<file path="src/rtl/fft_modulus_pkg.sv">
// Shared widths, mode constants and latency helper for the FFT bin magnitude unit.
package fft_modulus_pkg;

    localparam int MODE_MAG = 0;
    localparam int MODE_POW = 1;

    function automatic int sq_w(input int dw);
        return 2 * dw;
    endfunction

    function automatic int out_w(input int dw, input int mode);
        return (mode == MODE_POW) ? 2 * dw : dw;
    endfunction

    function automatic int lat(input int dw);
        return 3 + dw;
    endfunction

endpackage

</file>
<file path="src/rtl/fft_modulus_isqrt_pipe.sv">
// Fully pipelined non-restoring integer square root, one root bit per stage,
// with valid/sop/eop tags carried alongside each stage.
module isqrt_pipe #(
    parameter int  IN_W = 18,
    localparam int RW   = IN_W / 2
) (
    input  logic            clk,
    input  logic            rst,
    input  logic [IN_W-1:0] rad_i,
    input  logic            vld_i,
    input  logic            sop_i,
    input  logic            eop_i,
    output logic [RW-1:0]   root_o,
    output logic            vld_o,
    output logic            sop_o,
    output logic            eop_o
);

    // Signed partial remainder stays within RW+3 magnitude bits, one spare for sign.
    localparam int RMW = RW + 4;

    logic [IN_W-1:0] rad_q  [RW];
    logic [RMW-1:0]  rem_q  [RW];
    logic [RW-1:0]   root_q [RW];
    logic            vld_q  [RW];
    logic            sop_q  [RW];
    logic            eop_q  [RW];

    for (genvar gi = 0; gi < RW; gi++) begin : g_stage
        logic [IN_W-1:0] rad_in;
        logic [RMW-1:0]  rem_in;
        logic [RW-1:0]   root_in;
        logic            vld_in;
        logic            sop_in;
        logic            eop_in;
        logic [RMW-1:0]  shifted;
        logic [RMW-1:0]  trial;
        logic [RMW-1:0]  rem_d;
        logic [RW-1:0]   root_d;
        logic [IN_W-1:0] rad_d;

        if (gi == 0) begin : g_head
            assign rad_in  = rad_i;
            assign rem_in  = '0;
            assign root_in = '0;
            assign vld_in  = vld_i;
            assign sop_in  = sop_i;
            assign eop_in  = eop_i;
        end else begin : g_tail
            assign rad_in  = rad_q[gi-1];
            assign rem_in  = rem_q[gi-1];
            assign root_in = root_q[gi-1];
            assign vld_in  = vld_q[gi-1];
            assign sop_in  = sop_q[gi-1];
            assign eop_in  = eop_q[gi-1];
        end

        // A negative remainder is corrected by adding next stage's trial, not restored.
        always_comb begin
            shifted = (rem_in << 2) | RMW'(rad_in[IN_W-1 -: 2]);
            trial   = {2'b00, root_in, (rem_in[RMW-1] ? 2'b11 : 2'b01)};
            rem_d   = rem_in[RMW-1] ? (shifted + trial) : (shifted - trial);
            root_d  = {root_in[RW-2:0], ~rem_d[RMW-1]};
            rad_d   = rad_in << 2;
        end

        always_ff @(posedge clk) begin
            if (rst) begin
                rad_q[gi]  <= '0;
                rem_q[gi]  <= '0;
                root_q[gi] <= '0;
                vld_q[gi]  <= 1'b0;
                sop_q[gi]  <= 1'b0;
                eop_q[gi]  <= 1'b0;
            end else begin
                rad_q[gi]  <= rad_d;
                rem_q[gi]  <= rem_d;
                root_q[gi] <= root_d;
                vld_q[gi]  <= vld_in;
                sop_q[gi]  <= sop_in;
                eop_q[gi]  <= eop_in;
            end
        end
    end

    assign root_o = root_q[RW-1];
    assign vld_o  = vld_q[RW-1];
    assign sop_o  = sop_q[RW-1];
    assign eop_o  = eop_q[RW-1];

endmodule

</file>
<file path="src/rtl/fft_modulus.sv">
// FFT bin magnitude/power unit with frame tags and bin index; the per-frame
// peak tracker is built only when FFT_MODULUS_PEAK_EN is defined.
module fft_modulus
    import fft_modulus_pkg::*;
#(
    parameter int  DW    = 9,
    parameter int  MODE  = MODE_MAG,
    parameter int  BIN_W = 10,
    localparam int SQ_W  = sq_w(DW),
    localparam int OW    = out_w(DW, MODE)
) (
    input  logic                 clk,
    input  logic                 rst,
    input  logic signed [DW-1:0] source_real,
    input  logic signed [DW-1:0] source_imag,
    input  logic                 source_valid,
    input  logic                 source_eop,
    output logic [OW-1:0]        data_out,
    output logic                 data_valid,
    output logic                 data_sop,
    output logic                 data_eop,
    output logic [BIN_W-1:0]     data_bin,
    output logic [OW-1:0]        peak_value,
    output logic [BIN_W-1:0]     peak_bin,
    output logic                 peak_valid
);

    logic             first_q, first_d;
    logic [DW-1:0]    re_abs_q, re_abs_d, im_abs_q, im_abs_d;
    logic             s1_vld_q, s1_vld_d, s1_sop_q, s1_sop_d, s1_eop_q, s1_eop_d;
    logic [SQ_W-2:0]  re_sq_q, re_sq_d, im_sq_q, im_sq_d;
    logic             s2_vld_q, s2_sop_q, s2_eop_q;
    logic [SQ_W-1:0]  sum_q, sum_d;
    logic             s3_vld_q, s3_sop_q, s3_eop_q;
    logic [BIN_W-1:0] s3_bin_q, s3_bin_d;
    logic [BIN_W-1:0] bin_q [DW];

    // Magnitude of -2^(DW-1) is 2^(DW-1), which still fits DW unsigned bits.
    always_comb begin
        re_abs_d = source_real[DW-1] ? (~source_real + DW'(1)) : source_real;
        im_abs_d = source_imag[DW-1] ? (~source_imag + DW'(1)) : source_imag;
        s1_vld_d = source_valid;
        s1_sop_d = source_valid & first_q;
        s1_eop_d = source_valid & source_eop;
        first_d  = source_valid ? source_eop : first_q;
        re_sq_d  = (SQ_W-1)'(SQ_W'(re_abs_q) * SQ_W'(re_abs_q));
        im_sq_d  = (SQ_W-1)'(SQ_W'(im_abs_q) * SQ_W'(im_abs_q));
        sum_d    = SQ_W'(re_sq_q) + SQ_W'(im_sq_q);
        s3_bin_d = s3_bin_q;
        if (s2_vld_q) begin
            s3_bin_d = s2_sop_q ? '0 : s3_bin_q + BIN_W'(1);
        end
    end

    always_ff @(posedge clk) begin
        if (rst) begin
            first_q  <= 1'b1;
            re_abs_q <= '0;
            im_abs_q <= '0;
            s1_vld_q <= 1'b0;
            s1_sop_q <= 1'b0;
            s1_eop_q <= 1'b0;
            re_sq_q  <= '0;
            im_sq_q  <= '0;
            s2_vld_q <= 1'b0;
            s2_sop_q <= 1'b0;
            s2_eop_q <= 1'b0;
            sum_q    <= '0;
            s3_vld_q <= 1'b0;
            s3_sop_q <= 1'b0;
            s3_eop_q <= 1'b0;
            s3_bin_q <= '0;
        end else begin
            first_q  <= first_d;
            re_abs_q <= re_abs_d;
            im_abs_q <= im_abs_d;
            s1_vld_q <= s1_vld_d;
            s1_sop_q <= s1_sop_d;
            s1_eop_q <= s1_eop_d;
            re_sq_q  <= re_sq_d;
            im_sq_q  <= im_sq_d;
            s2_vld_q <= s1_vld_q;
            s2_sop_q <= s1_sop_q;
            s2_eop_q <= s1_eop_q;
            sum_q    <= sum_d;
            s3_vld_q <= s2_vld_q;
            s3_sop_q <= s2_sop_q;
            s3_eop_q <= s2_eop_q;
            s3_bin_q <= s3_bin_d;
        end
    end

    // Bin index is assigned at the sum stage and rides beside the root stages.
    always_ff @(posedge clk) begin
        if (rst) begin
            for (int i = 0; i < DW; i++) bin_q[i] <= '0;
        end else begin
            bin_q[0] <= s3_bin_q;
            for (int i = 1; i < DW; i++) bin_q[i] <= bin_q[i-1];
        end
    end

    assign data_bin = bin_q[DW-1];

    if (MODE == MODE_MAG) begin : g_mag
        isqrt_pipe #(
            .IN_W (SQ_W)
        ) u_isqrt (
            .clk    (clk),
            .rst    (rst),
            .rad_i  (sum_q),
            .vld_i  (s3_vld_q),
            .sop_i  (s3_sop_q),
            .eop_i  (s3_eop_q),
            .root_o (data_out),
            .vld_o  (data_valid),
            .sop_o  (data_sop),
            .eop_o  (data_eop)
        );
    end else begin : g_pow
        logic [SQ_W-1:0] pow_q [DW];
        logic            pvld_q [DW];
        logic            psop_q [DW];
        logic            peop_q [DW];

        always_ff @(posedge clk) begin
            if (rst) begin
                for (int i = 0; i < DW; i++) begin
                    pow_q[i]  <= '0;
                    pvld_q[i] <= 1'b0;
                    psop_q[i] <= 1'b0;
                    peop_q[i] <= 1'b0;
                end
            end else begin
                pow_q[0]  <= sum_q;
                pvld_q[0] <= s3_vld_q;
                psop_q[0] <= s3_sop_q;
                peop_q[0] <= s3_eop_q;
                for (int i = 1; i < DW; i++) begin
                    pow_q[i]  <= pow_q[i-1];
                    pvld_q[i] <= pvld_q[i-1];
                    psop_q[i] <= psop_q[i-1];
                    peop_q[i] <= peop_q[i-1];
                end
            end
        end

        assign data_out   = pow_q[DW-1];
        assign data_valid = pvld_q[DW-1];
        assign data_sop   = psop_q[DW-1];
        assign data_eop   = peop_q[DW-1];
    end

`ifdef FFT_MODULUS_PEAK_EN
    logic [OW-1:0]    run_max_q, run_max_d, peak_value_q, peak_value_d;
    logic [BIN_W-1:0] run_bin_q, run_bin_d, peak_bin_q, peak_bin_d;
    logic             peak_valid_q, peak_valid_d;

    // Strict greater-than keeps the lowest bin on ties; sop restarts the running max.
    always_comb begin
        run_max_d    = run_max_q;
        run_bin_d    = run_bin_q;
        peak_value_d = peak_value_q;
        peak_bin_d   = peak_bin_q;
        peak_valid_d = 1'b0;
        if (data_valid) begin
            if (data_sop || (data_out > run_max_q)) begin
                run_max_d = data_out;
                run_bin_d = data_bin;
            end
            if (data_eop) begin
                peak_value_d = run_max_d;
                peak_bin_d   = run_bin_d;
                peak_valid_d = 1'b1;
            end
        end
    end

    always_ff @(posedge clk) begin
        if (rst) begin
            run_max_q    <= '0;
            run_bin_q    <= '0;
            peak_value_q <= '0;
            peak_bin_q   <= '0;
            peak_valid_q <= 1'b0;
        end else begin
            run_max_q    <= run_max_d;
            run_bin_q    <= run_bin_d;
            peak_value_q <= peak_value_d;
            peak_bin_q   <= peak_bin_d;
            peak_valid_q <= peak_valid_d;
        end
    end

    assign peak_value = peak_value_q;
    assign peak_bin   = peak_bin_q;
    assign peak_valid = peak_valid_q;
`else
    assign peak_value = '0;
    assign peak_bin   = '0;
    assign peak_valid = 1'b0;
`endif

endmodule
</file>
<file path="config.mk">
export PLATFORM = sky130hd
export DESIGN_NAME = fft_modulus
export DESIGN_NICKNAME = d
export VERILOG_FILES = /design/src/rtl/fft_modulus_pkg.sv /design/src/rtl/fft_modulus_isqrt_pipe.sv /design/src/rtl/fft_modulus.sv
export SDC_FILE = /design/constraint.sdc
export NUM_CORES = 1
export LEC_CHECK = 0
export ABC_CLOCK_PERIOD_IN_PS = 7500
export BUFFER_PORTS_ARGS = -buffer_cell sky130_fd_sc_hd__buf_2
export CAP_MARGIN = 10
export CORE_UTILIZATION = 65
export CTS_BUF_LIST = sky130_fd_sc_hd__clkbuf_4
export DETAILED_ROUTE_END_ITERATION = 10
export GPL_TIMING_DRIVEN = 0
export PLACE_DENSITY = 0.83
export SETUP_SLACK_MARGIN = 0.4
export SLEW_MARGIN = 10
export SYNTH_ARGS = -nofsm -noshare
export SYNTH_HDL_FRONTEND = slang
export SYNTH_SLANG_ARGS = --single-unit
</file>
<file path="constraint.sdc">
create_clock -name clk -period 7.5 [get_ports clk]
set_clock_uncertainty 0.1 [all_clocks]
set_input_delay 1.5 -clock clk [delete_from_list [all_inputs] [get_ports clk]]
set_output_delay 1.5 -clock clk [all_outputs]
set_load 0.02 [all_outputs]
</file>
==> results.py, run 1 <==
metrics = {
    "global_routing": {
        "grt_max_degree": 19,
        "grt_use_total": 0.251,
        "antenna_found_initial": 1,
        "grt_pass1_vias": 14000,
        "overflow": 0,
        "grt_pass1_wl_um": 61800,
    },
    "timing": {
        "setup_viol": 0,
        "period_minus_slack_ns": 4.83,
        "slew_headroom": 0.394,
        "worst_pin_slew_ns": 0.909,
        "drv_slew": 0,
        "finalCritPeriodShare": 0.645,
        "fmax_ghz": 0.207,
        "grt_setup_unrepaired": "false",
        "hold_viol_final": 0,
        "totalNegativeSetupSlack_ns": 0,
        "hold_slack_ns": 0.282,
    },
    "yosys": {
        "yosys.area.top_type_share": 0.421,
        "ys_seq_elements": 404,
        "synth_area_um2": 19200,
        "synth_edf_count": 0,
        "yosys_warnings": 0,
        "yosys.area.top_type": "dfxtp_1",
        "synth_area_leaders": "dfxtp_1, ha_1, nor2b_1",
        "seq_area_frac_synth": 0.421,
        "synthFlopType": "dfxtp_1",
        "syn_inst": 1980,
        "synth_most_common_cell": "dfxtp_1",
        "synthTopCellsByCount": "dfxtp_1, nor2b_1, inv_1",
        "async_reset_ff_frac": 0,
        "synth_area_per_cell_um2": 9.71,
        "synth_cell_types": 64,
    },
    "place": {
        "place_hpwl_um": 26800,
        "io_buffers": 40,
        "place_congestion": 0.853,
    },
    "setup_path": {
        "worst_r2r_path_depth": 15,
        "r2r-end": "im_sq_q[14]",
        "crit_cells": 15,
        "cpMaxStageDelayCell": "fa_1",
        "critPathMaxFanout": 10,
        "worst_setup_path_start_kind": "flop",
        "r2r_start": "im_abs_q[6]",
        "crit_type": "reg -> reg",
        "crit_path_frequent_cell": "fa_1",
        "slowest_delay_ns": 0.54,
        "endpoint_kind": "flop",
        "regToRegSetupSlack_ns": 2.67,
        "cp_cell_sequence": "clkbuf_1 > inv_1 > nor2_1 > fa_1 > fa_1 > fa_1 > inv_1 > fa_1 > inv_1 > ha_1 > or2_1 > a21o_1 > a41oi_1 > xor2_1 > nor2_1",
        "worstPathArrival_ns": 5.34,
        "cpLargestDelayFamily": "adder cells",
        "crit_buf_inv": 4,
        "required_ns": 8.00,
    },
    "die": {
        "die_w_um": 174,
        "core_um2": 28900,
        "die-area_um2": 30300,
        "start_util": 0.664,
        "die-height_um": 174,
        "rows": 62,
        "io_pins": 64,
    },
    "clock_network": {
        "post_cts_buffers": 0,
        "cts_inserted_buffers": 96,
        "cts.sinks": 404,
        "postCtsHoldBufs": 0,
        "clk_pin_slew_worst_paths_ns": 0.07,
        "cts_resized": 0,
        "htreeDepth": 3,
        "insertion_delay_ns": 0.75,
        "ctsLongestPathBuffers": 3,
        "cts_tree": "done",
        "cts_root_buffer": "clkbuf_4",
    },
    "hold_path": {
        "holdPathStages": 1,
        "worstHoldPathType": "reg -> reg",
        "min_from": "bin_q[0][23]",
        "holdPathEnd": "bin_q[0][33]",
    },
    "finish": {
        "drive_above_1_share": 0.108,
        "layout-area-overhead-vs-synth_pct": 10.6,
        "fillers": 2068,
        "nNetsFinal": 2386,
    },
    "detailed_routing": {
        "dr.pass1.iters": 5,
        "met2_length_um": 19800,
        "via_per_inst": 5.20,
        "wl_per_cell_um": 14.2,
        "routed_wl_um": 36800,
        "wl_met3_um": 1310,
        "top_layer": "met4",
        "num_vias": 13500,
        "drcViolationCount": 0,
        "drt-initial-drc-count": 689,
        "wl_met1_um": 14600,
        "drt.antenna.violating_nets": 0,
    },
    "pwr": {
        "p_per_area_nw_per_um2": 307,
        "leakage_nw": 9.68,
        "max-vdd-ir-drop_mv": 0.139,
    },
    "run": {
        "maxCapViolations": 0,
    },
    "status": {
        "status": "finished, final reports clean",
    },
}
-- routing by layer --
metal	vias to the layer above	GRT usage
met5	-	0
met4	0	0.108
met3	95	0.0433
met2	280	0.490
met1	6369	0.259
li1	6774	-
-- report_power, final --
group,switching (mW),internal (mW)
Clock,0.872,0.921
Combinational,1.27,0.995
Sequential,0.0995,2.38
Total,2.24,4.30
-- worst max path at each step --
| stage | start | endpoint | slack, ns |
|---|---|---|---|
| floorplan | im_abs_q[6] | im_sq_q[14] | 3.17 |
| global placement | im_abs_q[6] | im_sq_q[13] | 2.78 |
| detailed placement | im_abs_q[6] | im_sq_q[14] | 2.67 |
| CTS | im_abs_q[6] | im_sq_q[14] | 2.67 |
| global route | im_abs_q[6] | im_sq_q[14] | 2.42 |
| finish | im_abs_q[6] | im_sq_q[14] | 2.67 |
-- cell usage in the layout (no fill, tap or decap), drive strengths merged, types with 30 or more instances in the layout --
| cell type | count |
|---|---|
| dfxtp | 404 |
| nor2b | 278 |
| clkbuf | 204 |
| inv | 175 |
| nor2 | 160 |
| ha | 157 |
| xnor2 | 78 |
| buf | 76 |
| fa | 70 |
| nand2 | 63 |
| o21ai | 63 |
| nor3 | 54 |
| and2 | 51 |
| xor2 | 45 |
| a21oi | 37 |
| nand2b | 30 |
-- kinds of logic (layout without fill, tap and decap cells) --
group / count (synthesis) / after routing / share of synthesized area
compound gates: 221 / 221 / 0.0777
xor+xnor: 123 / 123 / 0.0560
fa+ha+maj: 227 / 227 / 0.175
buf+inv: 262 / 477 / 0.0572
flops: 404 / 404 / 0.421
mux: 16 / 16 / 0.00892
other cells: 1 / 21 / 0.000195
simple gates: 726 / 726 / 0.204
-- final cells by class --
class | instances | area, um2 | area share
Antenna cell | 1 | 2.50 | 0.000118
Inverter | 171 | 642 | 0.0302
Timing Repair Buffer | 40 | 200 | 0.00942
Clock buffer | 149 | 1120 | 0.0526
Buffer | 91 | 458 | 0.0215
Clock inverter | 26 | 159 | 0.00748
Multi-Input combinational cell | 1333 | 10100 | 0.476
Sequential cell | 404 | 8090 | 0.381
Tap cell | 384 | 480 | 0.0226
-- stage by stage --
| step | setup WS, ns | power, mW | util | instance area (um2) | instances |
|---|---|---|---|---|---|
| 3_5_place_dp | 2.67 | 4.76 | 0.690 | 20000 | 2423 |
| 5_1_grt | 2.42 | 6.99 | 0.735 | 21300 | 2599 |
| 6_report | 2.67 | 6.53 | 0.735 | 21300 | 2599 |
| 3_3_place_gp | 2.78 | 4.64 | 0.690 | 20000 | 2423 |
| 2_1_floorplan | 3.17 | 4.31 | - | 19300 | 1999 |
| 4_1_cts | 2.67 | 6.56 | 0.734 | 21300 | 2598 |
-- sequential cells by signal, summed over array words and instances, names as in the netlist, 9 cells and up --
register and cells:
im_sq_q 16, im_abs_q 9, g_mag.u_isqrt.vld_q 9, g_mag.u_isqrt.sop_q 9
g_mag.u_isqrt.rem_q 82, g_mag.u_isqrt.root_q 45, s3_bin_q 10, bin_q 90
re_sq_q 16, g_mag.u_isqrt.eop_q 9, g_mag.u_isqrt.rad_q 72, re_abs_q 9
sum_q 18
Note: power is estimated with default switching activity, not from simulation.
==> run 2: changes to the inputs <==
- ABC_CLOCK_PERIOD_IN_PS: 7500 -> 4600
- clock period: 7.5 -> 4.6 ns (I/O delays scaled with it)
==> run 2 against run 1 <==
Against the previous run: cell area up 3.1%; setup slack worse by 2.3 ns; flip-flop and latch count unchanged; highest routed layer unchanged; core utilization up 2.3 points; critical path type unchanged; clock-buffer cell count down 10; cell count up 0.42%; critical endpoint is now im_sq_q[13]; maximum frequency up 14%; sequential power up 63%; combinational power up 71%; die area unchanged; via count up 1.1%.
==> results.py, run 2 (synthesis results as in run 1) <==
metrics = {
    "hold_path": {
        "holdPathStages": 2,
        "min_from": "source_real[7]",
        "worstHoldPathType": "in -> reg",
        "holdPathEnd": "re_abs_q[8]",
    },
    "detailed_routing": {
        "drcViolationCount": 0,
        "dr.pass1.iters": 5,
        "wl_per_cell_um": 14.5,
        "drt.antenna.violating_nets": 0,
        "num_vias": 13700,
        "routed_wl_um": 37800,
        "drt-initial-drc-count": 619,
        "via_per_inst": 5.24,
    },
    "pwr": {
        "p_per_area_nw_per_um2": 485,
        "p_comb_frac": 0.363,
        "total_power_mw": 10.6,
        "p_int_mw": 7.00,
        "p_switching_mw": 3.63,
        "seqPwrFrac": 0.380,
        "p_sw_frac": 0.341,
        "max-vdd-ir-drop_mv": 0.286,
        "clockPowerShare": 0.257,
        "leakage_nw": 9.85,
    },
    "setup_path": {
        "r2r-end": "im_sq_q[13]",
        "endpoint_kind": "flop",
        "required_ns": 5.09,
        "worst_setup_path_start_kind": "flop",
        "cpMaxStageDelayCell": "fa_1",
        "worstPathArrival_ns": 4.73,
        "cpLargestDelayFamily": "adder cells",
        "r2r_start": "im_abs_q[6]",
        "crit_buf_inv": 5,
        "cp_cell_sequence": "buf_8 > and2_4 > inv_2 > fa_1 > inv_1 > fa_1 > inv_2 > fa_2 > fa_1 > inv_2 > ha_4 > nand3_4 > o2111ai_4 > a31oi_4 > o21bai_1 > xnor2_1 > nor2_1",
        "regToRegSetupSlack_ns": 0.37,
        "critPathMaxFanout": 4,
        "worst_r2r_path_depth": 17,
        "slowest_delay_ns": 0.56,
        "crit_type": "reg -> reg",
    },
    "global_routing": {
        "grt_use_total": 0.253,
        "grt_pass1_vias": 14000,
        "grt_pass1_wl_um": 62300,
        "overflow": 0,
        "grt_max_degree": 19,
        "antenna_found_initial": 2,
    },
    "die": {
        "core_um2": 28900,
        "io_pins": 64,
        "start_util": 0.664,
        "die_w_um": 174,
        "die-area_um2": 30300,
        "die-height_um": 174,
        "rows": 62,
    },
    "finish": {
        "final_cell_mix": "dfxtp_1, nor2b_1, inv_1, nor2_1, ha_1",
        "utilization": 0.757,
        "layout-area-overhead-vs-synth_pct": 14.0,
        "top_register": "bin_q",
        "fillers": 1956,
        "largest_registers": "bin_q: 90 flops, g_mag.u_isqrt.rem_q: 82 flops, g_mag.u_isqrt.rad_q: 72 flops",
        "layout_commonest_cell": "dfxtp_1",
        "nNetsFinal": 2419,
        "drive_above_1_share": 0.162,
        "largest_reg_flops": 90,
        "fin_cells": 2610,
    },
    "timing": {
        "period_minus_slack_ns": 4.23,
        "finalCritPeriodShare": 0.920,
        "grt_setup_unrepaired": "true",
        "setup_viol": 0,
        "fmax_ghz": 0.236,
        "drv_slew": 0,
        "hold_viol_final": 0,
        "worst_pin_slew_ns": 0.891,
        "totalNegativeSetupSlack_ns": 0,
        "slew_headroom": 0.406,
    },
    "place": {
        "place_hpwl_um": 26400,
        "dp_cells": 2423,
        "place_congestion": 0.864,
        "io_buffers": 40,
    },
    "run": {
        "maxCapViolations": 0,
    },
    "clock_network": {
        "cts_tree": "done",
        "clk_pin_slew_worst_paths_ns": 0.06,
        "cts_root_buffer": "clkbuf_4",
        "ctsLongestPathBuffers": 3,
        "insertion_delay_ns": 0.74,
        "htreeDepth": 3,
        "cts_inserted_buffers": 97,
        "cts.sinks": 404,
    },
    "status": {
        "status": "finished, final reports clean",
    },
}
==> run 2: cell types whose count changed in the layout (fill, tap and decap cells not counted), sizes merged <==
cell	before	now
buf	76	110
clkbuf	204	192
clkinv	22	13
inv	175	173
==> run 2: per-stage QoR <==
step	hold slack [ns]	cell area, um2	setup WS, ns
finish	0.265	21900	0.367
global route	0.215	21900	0.181
CTS	0.223	21700	0.379
detailed placement	0.307	20000	-0.155
global placement	0.301	20000	-0.0632
floorplan	0.293	19300	0.382
==> run 2: area by class of cell <==
type	count	area, um2	area share
diodes	1	2.50	0.000114
plain buffers	91	508	0.0232
clock buffers	139	1040	0.0476
clock inverters	15	125	0.00571
inverters	171	644	0.0294
multi-input cells	1333	10500	0.480
flip-flops and latches	404	8140	0.372
well taps	384	480	0.0219
repair buffers	72	444	0.0203
==> run 2: worst max path at each step <==
stage	start	endpoint	slack, ns	cells past startpoint
2_1_floorplan	im_abs_q[6]	im_sq_q[14]	0.38	15
3_3_place_gp	im_abs_q[0]	im_sq_q[14]	-0.06	17
3_5_place_dp	im_abs_q[1]	im_sq_q[15]	-0.16	16
4_1_cts	im_abs_q[2]	im_sq_q[15]	0.38	16
5_1_grt	im_abs_q[2]	im_sq_q[14]	0.18	15
6_report	im_abs_q[6]	im_sq_q[13]	0.37	17
==> run 2: metal layers <==
| layer | global-route usage | up-vias | wire length, um |
|---|---|---|---|
| met5 | 0 | - | 0 |
| li1 | - | 6820 | - |
| met3 | 0.0523 | 117 | 1690 |
| met4 | 0.132 | 0 | 1630 |
| met2 | 0.478 | 329 | 20000 |
| met1 | 0.261 | 6405 | 14500 |
==> run 2: worst reg2reg max path: stages, from the launching register on <==
cell and delay [ns]:
dfxtp_2 0.33, buf_8 0.12, and2_4 0.15, inv_2 0.03
fa_1 0.50, inv_1 0.06, fa_1 0.49, inv_2 0.05
fa_2 0.47, fa_1 0.56, inv_2 0.05, ha_4 0.29
nand3_4 0.09, o2111ai_4 0.29, a31oi_4 0.14, o21bai_1 0.17
xnor2_1 0.16, nor2_1 0.07
==> run 2: power groups by stage <==
stage,registers [mW],logic (mW),clock network [mW]
floorplan,4.07,2.96,0
global placement,4.11,3.45,0
detailed placement,4.12,3.63,0
CTS,4.04,3.77,2.79
global route,4.07,4.33,3.00
finish,4.04,3.86,2.73
==> run 2: what timing repair did <==
item                       in CTS  in global routing
gates resized for setup        80                 55
buffers inserted               21                 10
setup endpoints to repair      18                 14
hold buffers                    0                  0
pin swaps                      44                 47
gates cloned                    1                  0
hold endpoints to repair        0                  0
